**config.mk**
```make
export PLATFORM = sky130hd
export DESIGN_NAME = ex_commit_arb
export DESIGN_NICKNAME = d
export VERILOG_FILES = /design/src/rtl/ex_commit_arb.sv
export SDC_FILE = /design/constraint.sdc
export NUM_CORES = 1
export LEC_CHECK = 0
export CORE_AREA = 4 4 138 140
export DETAILED_ROUTE_END_ITERATION = 6
export DIE_AREA = 0 0 142 144
export PLACE_DENSITY = 0.73
export SETUP_SLACK_MARGIN = 0.05
export SYNTH_ARGS = -nofsm -noshare
export SYNTH_HDL_FRONTEND = slang
export SYNTH_SLANG_ARGS = --single-unit
```
**constraint.sdc**
```tcl
create_clock -name clk -period 3.1 [get_ports clk]
set_clock_uncertainty 0.15 [all_clocks]
set_input_delay 0.62 -clock clk [delete_from_list [all_inputs] [get_ports clk]]
set_output_delay 0.62 -clock clk [all_outputs]
set_load 0.1 [all_outputs]
```
**src/rtl/ex_commit_arb.sv**
```systemverilog
// ex_commit_arb -- register-file write-port arbiter for the execute units.
//
// Each execute unit (ALU, MUL, DIV, LSU, ...) holds a registered result plus
// a valid flag. One unit is granted per cycle. Losers are stalled so they
// keep their result stable. The granted result is registered onto the
// writeback bus with one cycle of latency.
//
// Build option:
//   COMMIT_ARB_ROUND_ROBIN_EN  defined   -> rotating priority. A pointer
//                                           remembers the unit after the last
//                                           winner, so every continuously
//                                           valid unit wins within NUM_UNITS
//                                           cycles.
//                              undefined -> fixed priority. Unit 0 is highest.
//                                           There is no pointer register.
//
// Parameters:
//   NUM_UNITS  number of requesting execute units (2..8)
//   DATA_W     result width
//   RN_W       destination register-number width
//
// Ports:
//   clk           system clock
//   rst_n         asynchronous active-low reset
//   unit_valid    [NUM_UNITS]         unit i holds a result awaiting commit
//   unit_data     [NUM_UNITS*DATA_W]  unit i result at [i*DATA_W +: DATA_W]
//   unit_rn       [NUM_UNITS*RN_W]    unit i destination at [i*RN_W +: RN_W]
//   unit_stall    [NUM_UNITS]         unit i must hold its output register
//   wb_stall      register file cannot accept a write this cycle
//   wb_en         writeback strobe (registered)
//   wb_rn         writeback destination register (registered)
//   wb_data       writeback data (registered)
//   grant_onehot  [NUM_UNITS]         combinational grant (debug / scoreboard)
module ex_commit_arb #(
  parameter int NUM_UNITS = 4,
  parameter int DATA_W    = 64,
  parameter int RN_W      = 6
) (
  input  logic                        clk,
  input  logic                        rst_n,
  input  logic [NUM_UNITS-1:0]        unit_valid,
  input  logic [NUM_UNITS*DATA_W-1:0] unit_data,
  input  logic [NUM_UNITS*RN_W-1:0]   unit_rn,
  output logic [NUM_UNITS-1:0]        unit_stall,
  input  logic                        wb_stall,
  output logic                        wb_en,
  output logic [RN_W-1:0]             wb_rn,
  output logic [DATA_W-1:0]           wb_data,
  output logic [NUM_UNITS-1:0]        grant_onehot
);

  localparam int IDX_W = (NUM_UNITS > 1) ? $clog2(NUM_UNITS) : 1;

  // Per-unit views of the flattened result and destination buses.
  logic [DATA_W-1:0] data_arr [NUM_UNITS];
  logic [RN_W-1:0]   rn_arr   [NUM_UNITS];

  genvar gi;
  generate
    for (gi = 0; gi < NUM_UNITS; gi++) begin : g_unit
      assign data_arr[gi] = unit_data[gi*DATA_W +: DATA_W];
      assign rn_arr[gi]   = unit_rn[gi*RN_W +: RN_W];
      // A register-file stall freezes every unit. Otherwise only a valid
      // unit that lost arbitration holds. A winner is free to load its next
      // result in the same cycle.
      assign unit_stall[gi] = wb_stall | (unit_valid[gi] & ~grant_onehot[gi]);
    end
  endgenerate

  // Index where the priority search starts.
  logic [IDX_W-1:0] base;
  logic             grant_any;
  logic [IDX_W-1:0] grant_idx;
  logic [IDX_W-1:0] cand;

`ifdef COMMIT_ARB_ROUND_ROBIN_EN
  logic [IDX_W-1:0] ptr;

  assign base = ptr;

  // The pointer moves to the unit after the winner. It also moves after a
  // grant to R0 that is only being discarded. It holds when there is no
  // grant, which includes the cycles where wb_stall blocks all grants.
  always_ff @(posedge clk or negedge rst_n) begin
    if (!rst_n) begin
      ptr <= '0;
    end else if (grant_any) begin
      if (grant_idx == IDX_W'(NUM_UNITS - 1)) begin
        ptr <= '0;
      end else begin
        ptr <= grant_idx + 1'b1;
      end
    end
  end
`else
  assign base = '0;
`endif

  // Search for the first valid unit, starting at base and wrapping modulo
  // NUM_UNITS. In the fixed-priority build base is 0, so the search starts
  // at unit 0.
  always_comb begin
    grant_onehot = '0;
    grant_any    = 1'b0;
    grant_idx    = '0;
    cand         = '0;
    if (!wb_stall) begin
      for (int off = 0; off < NUM_UNITS; off++) begin
        cand = IDX_W'((int'(base) + off) % NUM_UNITS);
        if (!grant_any && unit_valid[cand]) begin
          grant_any          = 1'b1;
          grant_idx          = cand;
          grant_onehot[cand] = 1'b1;
        end
      end
    end
  end

  // Writeback register.
  // R0 is hard-wired to zero. A grant to rn 0 still retires the unit's
  // result, but no write is issued. In that case the bus keeps its last
  // written contents, just as it does when there is no grant at all.
  always_ff @(posedge clk or negedge rst_n) begin
    if (!rst_n) begin
      wb_en   <= 1'b0;
      wb_rn   <= '0;
      wb_data <= '0;
    end else if (grant_any && (rn_arr[grant_idx] != '0)) begin
      wb_en   <= 1'b1;
      wb_rn   <= rn_arr[grant_idx];
      wb_data <= data_arr[grant_idx];
    end else begin
      wb_en   <= 1'b0;
    end
  end

`ifndef SYNTHESIS
  // Protocol monitor, simulation only.
  // A unit that was valid and stalled at the last edge must still be valid
  // now. If it dropped valid, its pending result was lost.
  logic [NUM_UNITS-1:0] held_valid;

  always_ff @(posedge clk or negedge rst_n) begin
    if (!rst_n) begin
      held_valid <= '0;
    end else begin
      if ((held_valid & ~unit_valid) != '0) begin
        $error("ex_commit_arb: stalled unit dropped valid (held=%b valid=%b)",
               held_valid, unit_valid);
      end
      held_valid <= unit_valid & unit_stall;
    end
  end
`endif

endmodule

```
# Yosys cells after proc, flatten, opt, wreduce, memory -nomap -nowiden
# Index checks and enable logic that the tools add are counted.
# totals
regBits	71
in_bits	287
output_inout_bits	79
word_cells	49
# op_classes
order_cmp	1
mux	24
bitwise_logic	13
reduce_logical	8
# ops
op	n
binary-select mux 64 bit (select 2 bit)	1
2-to-1 mux 64 bit	2
binary-select mux 6 bit (select 2 bit)	1
2-to-1 mux 6 bit	2
2-to-1 mux 1 bit	11
2-to-1 mux 2 bit	4
2-to-1 mux 4 bit	2
nonzero test 6 bit	1
AND 1 bit	4
logical AND 1 bit	4
inverter 1 bit	4
OR 1 bit	4
greater-or-equal comparator 3 bit (second input constant)	1
zero test 1 bit	3
2-to-1 mux 3 bit	1
inverter 2 -> 3 bit	1

# Depth between registers and ports, before layout
# logic_depth
word_depth	21
depth_mapped	10
depth_no_buf	6

# Worst setup path before layout
# No wires, ideal clock.
# synth_timing
path_type	input to output
from	input unit_valid[1]
to	output grant_onehot[3]
t_arrival_ns	3.298
t_required_ns	2.330
slack_ns	-0.968
path_stages	2
n_path_buf	0
path_cell_list	or3_1 nor3b_1
# synth_between
elab_chain_cells	11
# synth_lines
item	line	rtl
from (decl)	41	input logic [NUM_UNITS-1:0] unit_valid,
logical AND 1 bit *	110	if (!grant_any && unit_valid[cand]) begin
2-to-1 mux 1 bit *	110	
2-to-1 mux 1 bit *	107	if (!wb_stall) begin
zero test 1 bit	110	
logical AND 1 bit	110	
2-to-1 mux 1 bit *	110	
2-to-1 mux 1 bit *	107	
zero test 1 bit *	110	
logical AND 1 bit *	110	
2-to-1 mux 4 bit *	110	
2-to-1 mux 4 bit *	107	
to (decl)	49	output logic [NUM_UNITS-1:0] grant_onehot
# Every way passes the cells marked *; elsewhere a longest branch is shown, timed or not. The select of a mux whose other input is x is not followed.

# Worst setup path after layout
# layout_timing
from	input unit_valid[1]
to	register wb_data[41]
# layout_between
elab_chain_cells	17
# layout_lines
item	line	rtl
logical AND 1 bit *	110	
2-to-1 mux 1 bit	110	
2-to-1 mux 1 bit	107	
zero test 1 bit	110	
logical AND 1 bit	110	
2-to-1 mux 1 bit	110	
2-to-1 mux 1 bit	107	
zero test 1 bit	110	
logical AND 1 bit	110	
2-to-1 mux 2 bit	110	
2-to-1 mux 2 bit	107	
inverter 2 -> 3 bit (not written as such)	128, 131	
binary-select mux 6 bit (select 2 bit)	128	end else if (grant_any && (rn_arr[grant_idx] != '0)) begin
2-to-1 mux 6 bit (not written as such) (2 in series)	128	
nonzero test 6 bit	128	
logical AND 1 bit	128	
to (signal assigned)	131	wb_data <= data_arr[grant_idx];
to (decl)	48	output logic [DATA_W-1:0] wb_data,
# Marks and branches as above.
# A chain may end at the register's enable or synchronous reset.

==> reports/metrics.csv <==
metric;value;unit
Hold Path Class;primary input to async pin;
clock sinks;71;
die width;142;microns
io pins;366;
Post-Syn Nets;738;
Worst Path Buf+Inv;3;
final hold vios;0;
DRC viols;0;
crit share post-route;96.4;%
# port buffers;365;
Pleak;4.25;nW
Initial Utilization;27.9;%
Setup crit start;unit_valid[1];
reg2reg path depth;1;
Placed Area;8860;sq um
NumNets Final;1108;
Die Ht;144;microns
fin crit period;2.99;ns
gpl congestion;0.893;
Final ANT Viol Nets;0;
WL final;20300;microns
Unique masters post-synth;30;
final hold slack;0.273;ns
critical path's top delay family;simple AND/OR/NAND/NOR gates;
core footprint;17800;sq um
first-pass GRT wire length;29700;microns
drt pass-1 iters;6;
clock buffer count from CTS;9;
status;finished, final reports clean;
worst setup path category;primary input to flop;
FF-to-FF setup slack;2.14;ns
Max Slew Vio Count;0;
Req. time, crit path;3.16;ns
fraction of layout cells with a size suffix above 1;27.2;%
area grow syn2layout;88.1;%
commonest non-fill, non-tap cell in the layout;clkdlybuf4s50_1;
wire length per cell;19.3;microns
GRT overflow;0;
Setup crit end kind;flop;
worst-margin pin slew;0.909;ns
commonest non-fill, non-tap cells in the layout;clkdlybuf4s50_1 (280), buf_4 (100), o21ai_0 (73), dfrtp_1 (71);
top cell type's share of synthesized area;35.7;%
syn_area_per_cell;11.0;sq um
cells after synthesis;451;
pwr/cell area;485;nW/um^2
critical path data arrival time;3.05;ns
largest area contributor in the synthesized netlist;dfrtp_1;
Crit. path cell count;9;
yosys warns;0;
Reg area;1780;sq um
FP Rows;49;
Fmax achieved;0.334;GHz
Crit Reg-Reg Startpoint;wb_data[61];
Antenna diodes;0;
critical-path cell list;buf_2 -> or4b_4 -> nor2_2 -> a211oi_2 -> or4_1 -> o31a_4 -> buf_4 -> buf_16 -> mux2_4;
Yosys reg bits;71;
Setup-failing EPs final;0;
Place WS;-0.558;ns
CP Capture Point;wb_data[41];
crit path max-delay cell type;or4b_4;
Peak supply drop;317;uV
clk root buf;clkbuf_16;
Crit path largest cell delay;0.58;ns
full die area;20400;sq um
CTS tree;built;
Area contributors post-synth;dfrtp_1 (36%), mux2_4 (19%), mux2i_1 (13%);
max cap viols;0;
initial drt markers;211;
H-tree levels;3;
vias in the first global route;5391;
clock tree buffer depth;2;
via count;5174;
final worst setup slack;0.110;ns
FILL cells;1602;
Startpoint Class;primary input;
post-DP HPWL;15400;microns
sequential share of the synthesized area;35.7;%
fin area;9360;sq um
Clock Latency Late Sink;0.32;ns
Max FO, Critical Path;18;
post-synthesis cell area;4980;sq um
largest net degree at the start of global routing;72;
total track usage;18.7;%
area of the multi-input gates;2960;sq um
Vias/cell;4.91;
Relative slew margins;39.4;%
TNS Setup;0;ns
antenna violations before repair;0;
fin util;52.5;%
unrepaired setup endpoints after global routing;false;
worst reg2reg path endpoint;wb_data[61];
clk slew on worst S/H paths;0.06;ns
-- repair_timing --
action                     in CTS  in global routing
hold buffers                    0                  0
resized for setup              40                  1
setup buffers                   5                  1
pin swaps                       7                  2
gates cloned                    5                  0
setup endpoints to repair      71                 27
-- power breakdown --
part           switching [W]  internal, W  total, W
combinational        0.00157     0.000894   0.00246
clock               0.000383     0.000526  0.000909
sequential         0.0000934      0.00108   0.00117
-- layout make-up --
type	instances	area share, %
multi-input cells	324	31.6
inverters	7	0.281
flip-flops and latches	71	19.0
well taps	229	3.06
clock inverters	5	0.294
clock buffers	9	2.41
repair buffers	408	43.4
-- sequential cells by signal, indices dropped and copies added (netlist names) --
signal	count
wb_rn	6
wb_en	1
wb_data	64
-- metal layers --
metal  vias up  GRT usage (%)  wire, microns
met4         0           6.31            455
met5         -              0              0
li1       2497              -              -
met3        27           5.75           1700
met2       221           33.0          10200
met1      2429           21.5           7970
-- through the flow --
stage          power [W]  cells
3_5_place_dp     0.00360   1028
5_1_grt          0.00473   1053
4_1_cts          0.00459   1052
2_1_floorplan    0.00279    451
3_3_place_gp     0.00359   1028
6_report         0.00454   1053
-- cells by family (layout without fill, tap and decap cells) --
group,Yosys count,after routing,share of synthesized area [%]
flip-flops,71,71,35.7
multiplexers,128,128,32.1
AND/OR/NAND/NOR,34,34,3.65
buffers and inverters,56,429,6.59
AO/OA/AOI/OAI,162,162,22.0
-- worst min path at each step --
stage,startpoint,end,slack (ns),depth (start not counted)
final,rst_n,wb_data[5],0.27,1
after global routing,rst_n,wb_data[5],0.35,1
after CTS,rst_n,wb_data[5],0.30,1
after detailed placement,wb_data[30],wb_data[30],0.34,1
after global placement,wb_data[36],wb_data[36],0.35,1
after floorplan,rst_n,wb_data[0],0.17,0
-- cells in the mapped netlist --
master / n
a211oi_1: 6
a21o_1: 1
a21oi_1: 7
and2_1: 1
buf_1: 4
buf_12: 6
buf_2: 1
buf_4: 1
buf_6: 2
clkbuf_1: 35
dfrtp_1: 71
inv_1: 7
mux2_2: 1
mux2_4: 63
mux2i_1: 64
nand2_1: 8
nand2b_1: 2
nor2_1: 9
nor2b_1: 4
nor3b_1: 5
o21a_1: 6
o21ai_0: 75
o21ai_2: 1
o221ai_1: 64
o31a_1: 1
o31ai_1: 1
or2_2: 1
or3_1: 2
or4_1: 1
or4b_1: 1
(Power assumes the default switching activity.)
